**config.mk**
```make
export PLATFORM = sky130hd
export DESIGN_NAME = dma_sequencer
export DESIGN_NICKNAME = d
export VERILOG_FILES = /design/src/rtl/reu_pkg.sv /design/src/rtl/dma_addr_counter.sv /design/src/rtl/dma_sequencer.sv
export SDC_FILE = /design/constraint.sdc
export NUM_CORES = 1
export LEC_CHECK = 0
export ABC_CLOCK_PERIOD_IN_PS = 2200
export CAP_MARGIN = 20
export CORE_MARGIN = 10
export CORE_UTILIZATION = 40
export DETAILED_ROUTE_END_ITERATION = 8
export PLACE_DENSITY_LB_ADDON = 0.2
export SYNTH_ARGS = -nofsm -noshare
export SYNTH_HDL_FRONTEND = slang
export SYNTH_SLANG_ARGS = --single-unit
```
**constraint.sdc**
```tcl
create_clock -name PHI2 -period 2.2 [get_ports PHI2]
set_input_delay 0.22 -clock PHI2 [delete_from_list [all_inputs] [get_ports PHI2]]
set_output_delay 0.22 -clock PHI2 [all_outputs]
set_load 0.01 [all_outputs]
```
**src/rtl/reu_pkg.sv**
```systemverilog
// Shared types for the REU DMA sequencer: command encoding, FSM states
// and the default REU RAM address width.
package reu_pkg;

  localparam int REU_AW_DEFAULT = 19;

  typedef enum logic [1:0] {
    CMD_STASH  = 2'b00,
    CMD_FETCH  = 2'b01,
    CMD_SWAP   = 2'b10,
    CMD_VERIFY = 2'b11
  } cmd_e;

  typedef enum logic [2:0] {
    IDLE    = 3'd0,
    XFER    = 3'd1,
    SWAP_RD = 3'd2,
    SWAP_WR = 3'd3,
    DONE    = 3'd4
  } state_e;

endpackage

```
**src/rtl/dma_addr_counter.sv**
```systemverilog
// Loadable address counter with fix (hold) control and natural wrap at 2^W.
module dma_addr_counter
  import reu_pkg::*;
#(
  parameter int W = 16
) (
  input  logic         clk_i,
  input  logic         rst_i,
  input  logic         load_i,
  input  logic [W-1:0] load_val_i,
  input  logic         inc_i,
  input  logic         fix_i,
  output logic [W-1:0] cnt_o
);

  logic [W-1:0] cnt_q, cnt_d;

  always_comb begin
    cnt_d = cnt_q;
    if (load_i) begin
      cnt_d = load_val_i;
    end else if (inc_i && !fix_i) begin
      cnt_d = cnt_q + 1'b1;
    end
  end

  always_ff @(posedge clk_i or posedge rst_i) begin
    if (rst_i) begin
      cnt_q <= '0;
    end else begin
      cnt_q <= cnt_d;
    end
  end

  assign cnt_o = cnt_q;

endmodule

```
**src/rtl/dma_sequencer.sv**
```systemverilog
// REU DMA sequencer: stash / fetch / swap / verify between C64 bus and REU RAM.
// Define REU_VERIFY_EN to enable the verify command; otherwise 11 ends at once.
module dma_sequencer
  import reu_pkg::*;
#(
  parameter int REU_AW = REU_AW_DEFAULT
) (
  input  logic              PHI2,
  input  logic              Reset,
  input  logic              Execute,
  input  logic [1:0]        Command,
  input  logic [15:0]       C64AddrInit,
  input  logic [REU_AW-1:0] REUAddrInit,
  input  logic [15:0]       LengthInit,
  input  logic              Autoload,
  input  logic              C64AddrFix,
  input  logic              REUAddrFix,
  input  logic              IRQEnable,
  input  logic              StatusClear,
  input  logic              BA,
  input  logic [7:0]        C64DIn,
  output logic [7:0]        C64DOut,
  input  logic [7:0]        RAMDIn,
  output logic [7:0]        RAMDOut,
  output logic [REU_AW-1:0] RA,
  output logic              RAMWE,
  output logic              DMA,
  output logic              DMARW,
  output logic [15:0]       CA,
  output logic [15:0]       C64AddrCur,
  output logic [REU_AW-1:0] REUAddrCur,
  output logic [15:0]       LengthCur,
  output logic              Busy,
  output logic              EndOfBlock,
  output logic              Fault,
  output logic              IRQ
);

  state_e      state_q;
  cmd_e        cmd_q;
  logic [15:0] len_q;
  logic [7:0]  c64_hold_q, ram_hold_q;
  logic        dma_q, eob_q, fault_q;

  logic byte_done, last_byte, mismatch, load_cnt;

  // A byte completes on the final BA=1 cycle of its access pattern.
  assign byte_done = BA && (state_q == XFER || state_q == SWAP_WR);
  assign last_byte = (len_q == 16'd1);
  assign mismatch  = (cmd_q == CMD_VERIFY) && (C64DIn != RAMDIn);
  assign load_cnt  = (state_q == IDLE && Execute) || (state_q == DONE && Autoload);

  dma_addr_counter #(.W(16)) u_c64_cnt (
    .clk_i      (PHI2),
    .rst_i      (Reset),
    .load_i     (load_cnt),
    .load_val_i (C64AddrInit),
    .inc_i      (byte_done),
    .fix_i      (C64AddrFix),
    .cnt_o      (C64AddrCur)
  );

  dma_addr_counter #(.W(REU_AW)) u_reu_cnt (
    .clk_i      (PHI2),
    .rst_i      (Reset),
    .load_i     (load_cnt),
    .load_val_i (REUAddrInit),
    .inc_i      (byte_done),
    .fix_i      (REUAddrFix),
    .cnt_o      (REUAddrCur)
  );

  always_ff @(posedge PHI2 or posedge Reset) begin
    if (Reset) begin
      state_q    <= IDLE;
      cmd_q      <= CMD_STASH;
      len_q      <= '0;
      c64_hold_q <= '0;
      ram_hold_q <= '0;
      dma_q      <= 1'b0;
      eob_q      <= 1'b0;
      fault_q    <= 1'b0;
    end else begin
      // Clear first so a set later in this block wins in the same cycle.
      if (StatusClear) begin
        eob_q   <= 1'b0;
        fault_q <= 1'b0;
      end
      if (load_cnt) begin
        len_q <= LengthInit;
      end
      case (state_q)
        IDLE: begin
          if (Execute) begin
            cmd_q <= cmd_e'(Command);
            case (cmd_e'(Command))
              CMD_SWAP: begin
                state_q <= SWAP_RD;
                dma_q   <= 1'b1;
              end
`ifdef REU_VERIFY_EN
              default: begin
                state_q <= XFER;
                dma_q   <= 1'b1;
              end
`else
              CMD_VERIFY: begin
                state_q <= DONE;
                eob_q   <= 1'b1;
              end
              default: begin
                state_q <= XFER;
                dma_q   <= 1'b1;
              end
`endif
            endcase
          end
        end
        XFER, SWAP_WR: begin
          if (BA) begin
            if (last_byte) begin
              eob_q <= 1'b1;
            end else begin
              len_q <= len_q - 16'd1;
            end
            if (mismatch) begin
              fault_q <= 1'b1;
            end
            if (last_byte || mismatch) begin
              state_q <= DONE;
              dma_q   <= 1'b0;
            end else if (state_q == SWAP_WR) begin
              state_q <= SWAP_RD;
            end
          end
        end
        SWAP_RD: begin
          if (BA) begin
            c64_hold_q <= C64DIn;
            ram_hold_q <= RAMDIn;
            state_q    <= SWAP_WR;
          end
        end
        DONE: begin
          state_q <= IDLE;
        end
        default: begin
          state_q <= IDLE;
        end
      endcase
    end
  end

  always_comb begin
    DMARW   = 1'b0;
    C64DOut = 8'h00;
    RAMDOut = 8'h00;
    case (state_q)
      XFER: begin
        DMARW = (cmd_q != CMD_FETCH);
        if (cmd_q == CMD_FETCH) C64DOut = RAMDIn;
        if (cmd_q == CMD_STASH) RAMDOut = C64DIn;
      end
      SWAP_RD: DMARW = 1'b1;
      SWAP_WR: begin
        C64DOut = ram_hold_q;
        RAMDOut = c64_hold_q;
      end
      default: DMARW = 1'b0;
    endcase
  end

  assign RAMWE      = BA && ((state_q == XFER && cmd_q == CMD_STASH) || state_q == SWAP_WR);
  assign DMA        = dma_q;
  assign Busy       = dma_q;
  assign CA         = C64AddrCur;
  assign RA         = REUAddrCur;
  assign LengthCur  = len_q;
  assign EndOfBlock = eob_q;
  assign Fault      = fault_q;
  assign IRQ        = IRQEnable && (eob_q || fault_q);

endmodule

```
==> summary.md <==
| Metric | Value |
|---|---|
| Post-synthesis adder-cell area fraction | 1.086% |
| Htree depth | 3 |
| Post-DP Area | 6475 µm² |
| Synth Net Count | between 500 and 600 |
| Detailed Place HPWL | 11260 µm |
| Grt ovf | 0 |
| Main combinational cell family by area after synthesis | simple AND/OR/NAND/NOR gates |
| Core box area | 11370 µm² |
| Clk pin slew, worst setup/hold paths | ~0.060 ns |
| Cells after Synth | 493 |
| Largest net degree at the start of global routing | 76 |
| Static Leakage | 2.802 nW |
| Post-synthesis simple-gate area fraction | between 20% and 30% |
| Via count | ~4400 |
| Vias per std cell | between 5 and 6 |
| Req. time, crit path | just under 2 ns |
| Number of global-route vias before repair | 4505 |
| MaxCap Viol Count | 0 |
| Setup slack after layout | 0.09802 ns |
| Root Buffer | clkbuf_16 |
| CP Launch Type | flop |
| IO Port Bufs | 186 |
| Worst-Margin Slew | around 0.50 ns |
| Die W | 127.3 µm |
| TritonCTS Sinks | 75 |
| DR pass1 iterations | 4 |
| Inserted Diodes | 0 |
| Yosys Warn Count | 0 |
| Met3 wire length | 1024 µm |
| FF-to-FF setup slack | about 0.19 ns |
| Seq/Total Area, Yosys | between 40% and 50% |
| WL final | 15000 µm |
| Met1 wire length | 6306 µm |
| Fin util | 60.41% |
| Placement row count | 39 |
| Worst Reg2Reg Path Length in Cells | 7 |
| Dpl cells | between 700 and 800 |
| Die height | between 100 and 150 µm |
| Run status | finished clean |
| Critical path arrival | approximately 1.9 ns |
| Synth Area in Compound Gates | 16.95% |
| Clock buffer count from CTS | 9 |
| Final net count | 750 |
| R2R Path End | LengthCur[10]$_DFF_PP0_ |
| Type of the worst setup path | reg2out |
| Clock Latency Late Sink | ~0.33 ns |
| Share of layout cells above drive strength 1 | 13.67% |
| RSZ-0062 raised after global routing | no |
| Final min period | 2.102 ns |
| CP max FO | 6 |
| Worst r2r src | LengthCur[0]$_DFF_PP0_ |
| Worst slack at placement | roughly 0.06 ns |
| Post-route cell area | 6868 µm² |
| Non-filler cells, final | just over 800 |
| CTS tree | done |
| DR WL met2 | 7467 µm |
| VDD IR max | between 0.6 and 0.7 mV |
| Mapped Area | 4607 µm² |
| GPL Wtd Cong | 0.8397 |
| Initial antenna violation count | 0 |
| Hold_buf cts | 0 |
| GRT Overall Usage | 18.02% |
| Synthesized area per cell | 9.345 µm² |
| Worst Hold Class | in2async |
| Power, Total | 9.002 mW |
| Synth Flop Type | dfrtp_1 |
| Highest metal used | met4 |
| Critical Path Sink Type | output pin |
| Yosys reg bits | 75 |
| Tcrit/Tclk final | 95.54% |
| Clk_skew | 0.004053 ns |
| Post-detailed-route count of antenna-violating nets | 0 |
| EDFF count, synth | 0 |
| Routed WL per cell | 18.38 µm |
| Slew HR | 66.54% |
| Initial core utilization | 40.52% |
| First-pass GRT wire length | 24020 µm |
| Post-synthesis mux area share | 4.590% |
| Slew Viols, Final | 0 |
| P per Cell Area | around 1300 nW/µm² |
| CTS Buffer Depth | 2 |
| DRC viols | 0 |
| Fmax | 0.4757 GHz |
| XOR/XNOR Fraction of Synth Area | 5.894% |
| Setup violators final | 0 |
| Yosys cell types | 61 |
| Setup TNS | 0 ns |
| Die ar. | 16210 µm² |
| P&R area growth vs syn | 49.08% |
| Iter 0 DRT Violations | 282 |
| Async S/R FF share, synth | 100.0% |
| Num ports | 187 |
| Fin. Hold Viols | 0 |
| Worst hold slack | about 0.29 ns |
## layer usage
| metal | GRT usage (%) | up-vias |
|---|---|---|
| met1 | 21.11 | 2097 |
| met5 | 0 | - |
| li1 | - | 2104 |
| met3 | 4.797 | 15 |
| met4 | 6.497 | 0 |
| met2 | 30.92 | 142 |
## cells in the mapped netlist, types with 2 or more instances
library cell	instances	share of area, %
o21a_1	8	1.3
o21ai_1	3	0.33
a22oi_1	3	0.49
nor2_1	29	2.4
a211oi_1	5	0.81
a21oi_1	17	1.8
a21o_1	2	0.33
nor3b_2	2	0.54
nand2b_1	2	0.27
nand4_2	3	0.81
o211ai_1	3	0.49
a31oi_1	5	0.68
o22ai_1	3	0.41
and4bb_1	2	0.54
mux2_2	17	4.2
xor2_1	19	3.6
nand3_1	21	2.3
xnor2_1	12	2.3
nor3b_1	3	0.49
o21ai_0	36	3.9
ha_1	4	1.1
dfrtp_1	75	41
nor4_1	6	0.81
and4_1	5	0.95
nor3_2	2	0.43
nor4_2	4	1.1
nand4_1	8	1.1
buf_4	36	5.9
inv_1	16	1.3
mux2i_1	2	0.43
a22o_1	18	3.4
buf_6	2	0.49
a311oi_1	4	0.76
buf_2	13	1.4
clkbuf_1	4	0.33
nor3_1	20	2.2
nand2_1	52	4.2
and3_1	4	0.54
## worst max-delay path by stage
stage	cells past startpoint	slack (ns)	end	start
CTS	4	0.01	RAMDOut[4]	cmd_q[1]$_DFFE_PP0P_
floorplan	1	0.07	Busy$_DFFE_PP0P_	Reset
global placement	6	0.17	state_q[0]$_DFFE_PP0P_	C64DIn[3]
finish	6	0.1	C64DOut[4]	state_q[2]$_DFFE_PP0P_
global route	7	0.006	LengthCur[14]$_DFF_PP0_	LengthCur[0]$_DFF_PP0_
detailed placement	6	0.06	state_q[0]$_DFFE_PP0P_	C64DIn[3]
## kinds of logic after synthesis
family,Yosys count
compound gates,117
flops,75
fa+ha+maj,4
mux,19
simple gates,175
buf+inv,72
xor+xnor,31
## layout by cell type, fill, tap and decap left out, types with 4 or more instances in the layout
cell type,instances
a311oi_1,4
inv_1,14
ha_1,4
a31oi_1,5
nand3_1,21
nor4_1,6
and3_1,4
nor3_1,19
and4_1,5
o21ai_0,36
o21a_1,8
a22o_1,18
dlygate4sd2_1,14
clkbuf_16,9
a211oi_1,5
xnor2_1,12
nand4_1,8
clkdlybuf4s50_1,169
nand2_1,52
nor2_1,29
clkinv_2,4
mux2_2,17
dfrtp_1,72
xor2_1,19
a21oi_1,17
buf_4,30
## report_power, final
part | total, mW | internal, mW | switching [mW]
clock network | 1.48 | 0.903 | 0.573
logic | 4.59 | 2.61 | 1.98
registers | 2.94 | 2.03 | 0.906
## worst max-delay path, stage by stage (launching register included)
cell	delay [ns]
dfrtp_2	0.44
buf_4	0.15
nor3b_4	0.23
buf_4	0.16
buf_4	0.15
a22o_1	0.14
dlygate4sd2_1	0.28
## state kept, by name, summed over array words and instances (netlist names)
register / count
u_c64_cnt.cnt_o: 16
EndOfBlock: 1
ram_hold_q: 8
c64_hold_q: 8
LengthCur: 16
u_reu_cnt.cnt_o: 19
state_q: 3
cmd_q: 2
Busy: 1
Fault: 1
## cell type report
cell class | count | area (µm²)
clock inverters | 5 | 52.55
flip-flops and latches | 75 | 1881
well taps | 143 | 178.9
multi-input cells | 346 | 2321
fillers | 996 | 4502
inverters | 16 | 61.31
clock buffers | 11 | 242.7
repair buffers | 220 | 2131
## repair_timing
action / CTS / global route
resized for setup: 24 / 4
setup buffers: 7 / 2
setup endpoints to repair: 17 / 3
cloned: 2 / 0
No activity file was read; power rests on OpenSTA's default activity.
